[src/rtl/dircc_fanout_sequencer.sv]
// Fans one send request out to every configured target of a (device, port), one packet per cycle.
// Latency: first packet one cycle after request acceptance; completion pulse one cycle after the last packet.
// Backpressure: a stalled packet holds all of its fields; configuration writes are dropped (and flagged) unless the block is idle.
module dircc_fanout_sequencer #(
  parameter int DEVICE_COUNT = 2,
  parameter int PORT_COUNT   = 1,
  parameter int MAX_TARGETS  = 4,
  parameter int HW_W         = 16,
  parameter int SW_W         = 8,
  parameter int PORT_W       = 4,
  parameter int FLAG_W       = 4,
  parameter int PAYLOAD_W    = 32,
  localparam int ADDR_W = HW_W + SW_W + PORT_W + FLAG_W,
  localparam int DEV_W  = (DEVICE_COUNT > 1) ? $clog2(DEVICE_COUNT) : 1,
  localparam int PRT_W  = (PORT_COUNT > 1) ? $clog2(PORT_COUNT) : 1,
  localparam int IDX_W  = (MAX_TARGETS > 1) ? $clog2(MAX_TARGETS) : 1,
  localparam int CNT_W  = $clog2(MAX_TARGETS + 1)
) (
  input  logic                 clk_i,
  input  logic                 reset_i,
  input  logic                 cfg_we_i,
  input  logic                 cfg_num_we_i,
  input  logic [DEV_W-1:0]     cfg_dev_i,
  input  logic [PRT_W-1:0]     cfg_port_i,
  input  logic [IDX_W-1:0]     cfg_idx_i,
  input  logic [ADDR_W-1:0]    cfg_addr_i,
  input  logic [CNT_W-1:0]     cfg_num_i,
  output logic                 cfg_reject_o,
  input  logic                 rts_valid_i,
  output logic                 rts_ready_o,
  input  logic [DEV_W-1:0]     rts_dev_i,
  input  logic [PRT_W-1:0]     rts_port_i,
  input  logic [PAYLOAD_W-1:0] rts_payload_i,
  output logic                 pkt_valid_o,
  input  logic                 pkt_ready_i,
  output logic [ADDR_W-1:0]    pkt_dst_o,
  output logic [DEV_W-1:0]     pkt_src_dev_o,
  output logic [PAYLOAD_W-1:0] pkt_payload_o,
  output logic                 pkt_last_o,
  output logic                 done_valid_o,
  output logic [DEV_W-1:0]     done_dev_o,
  output logic [PRT_W-1:0]     done_port_o,
  output logic                 done_err_o,
  output logic                 busy_o
);

  typedef enum logic [1:0] {IDLE, SEND, DONE} state_t;

  localparam logic [DEV_W:0] DEV_LIM = (DEV_W + 1)'(DEVICE_COUNT);
  localparam logic [PRT_W:0] PRT_LIM = (PRT_W + 1)'(PORT_COUNT);
  localparam logic [IDX_W:0] IDX_LIM = (IDX_W + 1)'(MAX_TARGETS);
  localparam logic [CNT_W-1:0] CNT_MAX = CNT_W'(MAX_TARGETS);

  state_t                 state_q, state_d;
  logic [DEV_W-1:0]       dev_q, dev_d;
  logic [PRT_W-1:0]       port_q, port_d;
  logic [PAYLOAD_W-1:0]   payload_q, payload_d;
  logic [CNT_W-1:0]       cnt_q, cnt_d;
  logic [IDX_W-1:0]       idx_q, idx_d;
  logic                   err_q, err_d;
  logic                   cfg_reject_q, cfg_reject_d;

  logic [ADDR_W-1:0]      tbl_q     [DEVICE_COUNT][PORT_COUNT][MAX_TARGETS];
  logic [CNT_W-1:0]       cnt_tbl_q [DEVICE_COUNT][PORT_COUNT];

  logic                   rts_ok, is_last;
  logic [CNT_W-1:0]       rts_cnt;
  logic                   cfg_open, cfg_loc_ok, cfg_idx_ok, ent_wr, num_wr;
  logic [CNT_W-1:0]       num_sat;

  // Configuration gating: the table only changes while idle and not accepting a request.
  always_comb begin
    cfg_open     = (state_q == IDLE) && !rts_valid_i;
    cfg_loc_ok   = ({1'b0, cfg_dev_i} < DEV_LIM) && ({1'b0, cfg_port_i} < PRT_LIM);
    cfg_idx_ok   = ({1'b0, cfg_idx_i} < IDX_LIM);
    ent_wr       = cfg_we_i && cfg_open && cfg_loc_ok && cfg_idx_ok;
    num_wr       = cfg_num_we_i && cfg_open && cfg_loc_ok;
    cfg_reject_d = (cfg_we_i && !ent_wr) || (cfg_num_we_i && !num_wr);
    num_sat      = (cfg_num_i > CNT_MAX) ? CNT_MAX : cfg_num_i;
  end

  always_comb begin
    rts_ok  = ({1'b0, rts_dev_i} < DEV_LIM) && ({1'b0, rts_port_i} < PRT_LIM);
    rts_cnt = rts_ok ? cnt_tbl_q[rts_dev_i][rts_port_i] : '0;
    is_last = (CNT_W'(idx_q) + CNT_W'(1)) == cnt_q;
  end

  always_comb begin
    state_d      = state_q;
    dev_d        = dev_q;
    port_d       = port_q;
    payload_d    = payload_q;
    cnt_d        = cnt_q;
    idx_d        = idx_q;
    err_d        = err_q;
    rts_ready_o  = 1'b0;
    pkt_valid_o  = 1'b0;
    pkt_last_o   = 1'b0;
    done_valid_o = 1'b0;
    unique case (state_q)
      IDLE: begin
        rts_ready_o = 1'b1;
        if (rts_valid_i) begin
          dev_d     = rts_dev_i;
          port_d    = rts_port_i;
          payload_d = rts_payload_i;
          cnt_d     = rts_cnt;
          idx_d     = '0;
          err_d     = !rts_ok;
          state_d   = (rts_cnt != '0) ? SEND : DONE;
        end
      end
      SEND: begin
        pkt_valid_o = 1'b1;
        pkt_last_o  = is_last;
        if (pkt_ready_i) begin
          if (is_last) state_d = DONE;
          else         idx_d   = idx_q + IDX_W'(1);
        end
      end
      DONE: begin
        done_valid_o = 1'b1;
        state_d      = IDLE;
      end
      default: state_d = IDLE;
    endcase
  end

  // Table is only indexed while sending, so a rejected out-of-range request never reads it.
  assign pkt_dst_o     = (state_q == SEND) ? tbl_q[dev_q][port_q][idx_q] : '0;
  assign pkt_src_dev_o = dev_q;
  assign pkt_payload_o = payload_q;
  assign done_dev_o    = dev_q;
  assign done_port_o   = port_q;
  assign done_err_o    = (state_q == DONE) && err_q;
  assign busy_o        = (state_q != IDLE);
  assign cfg_reject_o  = cfg_reject_q;

  always_ff @(posedge clk_i or posedge reset_i) begin
    if (reset_i) begin
      state_q      <= IDLE;
      dev_q        <= '0;
      port_q       <= '0;
      payload_q    <= '0;
      cnt_q        <= '0;
      idx_q        <= '0;
      err_q        <= 1'b0;
      cfg_reject_q <= 1'b0;
      for (int d = 0; d < DEVICE_COUNT; d++) begin
        for (int p = 0; p < PORT_COUNT; p++) begin
          cnt_tbl_q[d][p] <= '0;
          for (int t = 0; t < MAX_TARGETS; t++) tbl_q[d][p][t] <= '0;
        end
      end
    end else begin
      state_q      <= state_d;
      dev_q        <= dev_d;
      port_q       <= port_d;
      payload_q    <= payload_d;
      cnt_q        <= cnt_d;
      idx_q        <= idx_d;
      err_q        <= err_d;
      cfg_reject_q <= cfg_reject_d;
      if (ent_wr) tbl_q[cfg_dev_i][cfg_port_i][cfg_idx_i] <= cfg_addr_i;
      if (num_wr) cnt_tbl_q[cfg_dev_i][cfg_port_i] <= num_sat;
    end
  end

endmodule
[config.mk]
export PLATFORM = sky130hd
export DESIGN_NAME = dircc_fanout_sequencer
export DESIGN_NICKNAME = d
export VERILOG_FILES = /design/src/rtl/dircc_fanout_sequencer.sv
export SDC_FILE = /design/constraint.sdc
export NUM_CORES = 1
export LEC_CHECK = 0
export ABC_AREA = 1
export CELL_PAD_IN_SITES_DETAIL_PLACEMENT = 0
export CELL_PAD_IN_SITES_GLOBAL_PLACEMENT = 1
export CORE_MARGIN = 4
export CORE_UTILIZATION = 43
export DETAILED_ROUTE_END_ITERATION = 6
export PLACE_DENSITY_LB_ADDON = 0.2
export SYNTH_ARGS = -nofsm -noshare
export SYNTH_HDL_FRONTEND = slang
export SYNTH_SLANG_ARGS = --single-unit
[constraint.sdc]
create_clock -name clk_i -period 13.75 [get_ports clk_i]
set_input_delay 4.125 -clock clk_i [delete_from_list [all_inputs] [get_ports clk_i]]
set_output_delay 4.125 -clock clk_i [all_outputs]
set_load 0.02 [all_outputs]
[Yosys cells after proc, flatten, opt, wreduce, memory -nomap -nowiden]
Index checks and enable logic that the tools add are counted.
Cells by class
  add/sub/neg operators: 2
  magnitude comparators: 14
  equal/unequal tests: 7
  muxes and demuxes: 37
  bitwise operators: 5
  reduce and logical (&&, ||, !) cells: 23
Operator list (count)
  128-bit 2-to-1 mux: 6
  256-bit bitwise mux: 1
  128-bit demux with 1-bit select: 1
  32-bit 2-to-1 mux: 4
  32-bit binary-select mux with 2-bit select: 1
  32-bit demux with 2-bit select: 1
  3-bit 2-to-1 mux: 8
  2-bit 2-to-1 mux: 7
  1-bit logical AND: 11
  2-bit != test, second input constant: 4
  2-bit one-hot mux with 2 select lines: 2
  6-bit bitwise mux: 1
  2-bit greater-or-equal comparator, second input constant: 3
  3-bit greater-or-equal comparator, second input constant: 2
  1-bit NOT with 2-bit output: 3
  2-bit NOT with 3-bit output: 2
  1-bit < comparator, second input constant: 5
  1-bit logical NOT: 4
  1-bit 2-to-1 mux: 4
  4-bit AND reduction: 1
  2-bit nonzero test: 2
  2-bit by 1-bit adder with 3-bit output, second input constant: 1
  3-bit demux with 1-bit select: 1
  3-bit equality test: 1
  other kinds (12): 12
Storage, ports and cells
  register bits after elaboration: 305
  bits of input ports: 79
  output and inout port bits: 74
  logic and storage cells: 106

[Logic depth before layout (Yosys ltp)]
  word-level depth: 10
  depth in mapped cells: 9
  gate-level depth less buffers: 8

[Least setup slack after synthesis]
Ideal clock, no wire load.
  path kind: reg-to-output
  start: register dev_q (netlist: done_dev_o)
  end: output port pkt_dst_o[10]
  arrival time: 1609 ps
  required time: 9625 ps
  path slack: 8016 ps
  cell stages (with the launch flop): 9
  path buffers: 3
  cells stage by stage: dfrtp_1 -> inv_1 -> buf_2 -> buf_4 -> clkbuf_1 -> o21ai_0 -> nand3_1 -> nand2_1 -> nor2_1
On the way
  word-level cells in the longest chain between the ends: 9
RTL lines
  start: declaration: line 55  | logic [DEV_W-1:0] dev_q, dev_d;
  start signal: assignment: line 157  | dev_q <= dev_d;
  1-bit NOT with 2-bit output (implied by the code): line 130  | assign pkt_dst_o = (state_q == SEND) ? tbl_q[dev_q][port_q][idx_q] : '0;
  128-bit 2-to-1 mux (implied by the code) (4 in a row): line 130
  32-bit binary-select mux with 2-bit select: line 130
  32-bit 2-to-1 mux (implied by the code) (2 in a row): line 130
  32-bit 2-to-1 mux: line 130
  end: declaration: line 36  | output logic [ADDR_W-1:0] pkt_dst_o,
No other way between the ends. The select of a mux whose other input is x is not followed.

[Worst setup path in the final report]
  start: register dev_q (netlist: done_dev_o)
  end: output port pkt_dst_o[17]
Same word-level chain as after synthesis.

==> results.cfg <==
[status]
status = finished clean

[yosys]
syn-num-nets = 1772
synth_seq_cells = 304
syn-cell-area_sq_um = 14100
synth_async_sr_flop_share = 1.00
synthFlopType = dfrtp_1
synth_top_area_share = 0.538
yosys-top-cells-area = dfrtp_1 (54%), nand2_1 (11%), o21ai_0 (11%)
synth-edff-count = 0
yosysTopAreaCell = dfrtp_1
yosys_warnings = 0
synth.distinct_cells = 31
post-synth-top-count-cell = nand2_1
ys_seq_area_frac = 0.538
avgSynthCellArea_sq_um = 8.35
synth_cells = 1692
netlist_top_cells_count = nand2_1 (429), o21ai_0 (308), dfrtp_1 (304), nor2_1 (203), inv_1 (123)

[setup_path]
crit_cells = 8
cp_max_fo = 68
crit_top_cell = nor2_1
worstPathCellList = clkinv_2 > buf_4 > a21oi_1 > o21ai_0 > nand2_1 > nor2_1 > nor2_1 > clkdlybuf4s50_1
max_stage_delay_ns = 0.88
path_delay_family = buffers and inverters
crit_path_end_kind = output pin
start_kind = flop
crit_required_ns = 9.62
critical_path_class = reg -> out
path_buf_inv = 3
arrival_ns = 4.16
reg2reg_depth = 7
cp_slowest_cell = dfrtp_4

[pwr]
p_leak_nw = 7.90
pwr_density_cell_nw_per_um2 = 202
ir_drop_v = 0.000142

[clock_network]
clk_pin_slew_ns = 0.06
numClockSinks = 304
cts_root_buf = clkbuf_16
post_cts_buffers = 0
cts_resized = 0
cts_hold_repair.buffers = 0
worstSkewPairLatency_ns = 0.51
htree_levels = 2
cts_tree = built
clk_path_buf_depth = 3
cts_buffers = 35

[global_routing]
grt-ovfl-total = 0
grt_first_pass_wirelength_um = 61500
antenna_found_initial = 0
grt_usage = 0.211
grt_max_degree = 181
grt_pass1_vias = 11288

[worst_hold_path]
min_path_cells = 2
hp-class = reg -> reg

[timing]
tns_ns = 0
max_freq_mhz = 121
post-route-period-util = 0.603
tightest_slew_ns = 1.17
fin_hold_ws_ns = 0.477
skew_ns = 0.0164
slew_viol_final = 0
slew_headroom = 0.219
finalSetupViolCount = 0
min_period_ns = 8.29
rsz0062_at_grt = false
hold_violations = 0

[detailed_routing]
wl_um = 37500
ant_nets = 0
drc = 0
vias_per_cell = 5.08
vias = 11411
wl_per_cell_um = 16.7
detailedRoute.firstIterationViolations = 885
first_pass_iters = 5

[final_layout]
antenna_cells = 0
stdcell_count = 2247
fin_nets = 1861
drive_gt1_frac = 0.0643
area_growth_pct = 19.3

[floorplanning]
die_y_um = 189
start_util = 0.435
ios = 153
rows = 66
die_area_sq_um = 35800
fp.dieW_um = 189
coreArea_sq_um = 32500

[placed_design]
gp_congestion = 0.735
placed_cells = 2186
dp_hpwl_um = 20700
port_buffers = 152

[run]
maxCapViolations = 0
[stage by stage]
| stage | total power, mW | area (sq um) | setup WS [ns] | utilization |
|---|---|---|---|---|
| floorplan | 2.01 | 14100 | 1.22 | - |
| global placement | 2.45 | 15600 | 6.01 | 0.482 |
| detailed placement | 2.46 | 15600 | 5.98 | 0.482 |
| CTS | 3.46 | 16900 | 5.43 | 0.519 |
| global route | 3.66 | 16900 | 5.15 | 0.519 |
| finish | 3.41 | 16900 | 5.46 | 0.519 |
[flip-flops by register name, indices dropped and copies added, names as in the netlist]
signal,count
done_port_o,1
pkt_payload_o,32
cfg_reject_o,1
state_q,2
cnt_tbl_q,6
cnt_q,3
tbl_q,256
done_dev_o,1
idx_q,2
[path summary, 6_finish.rpt]
kind	endpoint	slack, ns	startpoint
setup / recovery	pkt_dst_o[17]	5.46	done_dev_o
hold / removal	tbl_q[76]	0.48	tbl_q[76]
setup reg to reg	tbl_q[148]	11.11	state_q[1]
hold reg to reg	tbl_q[76]	0.48	tbl_q[76]
max in group asynchronous	idx_q[0]	8.12	reset_i
min in group asynchronous	pkt_payload_o[3]	4.16	reset_i
[power by group]
part           switching (mW)  total (mW)  internal [mW]
Sequential              0.144        1.25           1.11
Combinational           0.706        1.19          0.482
Clock                   0.365       0.974          0.609
[cell type report]
| cell class | instances | area (sq um) |
|---|---|---|
| Fill cell | 3132 | 15600 |
| Sequential cell | 304 | 7620 |
| Multi-Input combinational cell | 1155 | 5410 |
| Timing Repair Buffer | 160 | 1590 |
| Clock buffer | 52 | 1060 |
| Tap cell | 442 | 553 |
| Inverter | 125 | 478 |
| Clock inverter | 9 | 149 |
[per-layer routing]
metal | track usage | wire length [um] | vias to the layer above
met2 | 0.340 | 17200 | 269
li1 | - | - | 5642
met3 | 0.0415 | 2040 | 48
met4 | 0.0437 | 618 | 0
met1 | 0.299 | 17600 | 5452
met5 | 0 | 0 | -
[tightest hold or removal path, stage by stage (launching register included)]
cell and delay [ns]:
dfrtp_1 0.34, nand2_1 0.05, o21ai_0 0.06
[cells in the final DEF, fill, tap and decap left out, types with 4 or more instances in the layout]
master,count
o21ai_0,308
nand2_1,429
bufinv_16,4
clkinv_2,5
o211ai_1,32
clkbuf_8,8
nand2_4,5
nand3_1,41
o21ai_1,54
clkbuf_1,7
clkdlybuf4s50_1,152
nor2_1,203
dfrtp_1,301
a21oi_1,32
inv_1,121
mux2_2,32
clkbuf_16,37
buf_4,7
[logic make-up after synthesis]
logic type / synth area share
adder cells (fa/ha/maj): 0.000885
AO/OA/AOI/OAI: 0.157
AND/OR/NAND/NOR: 0.198
buffers and inverters: 0.0797
XOR/XNOR: 0.000620
multiplexers: 0.0255
flip-flops: 0.538
No activity file was read; power rests on OpenSTA's default activity.
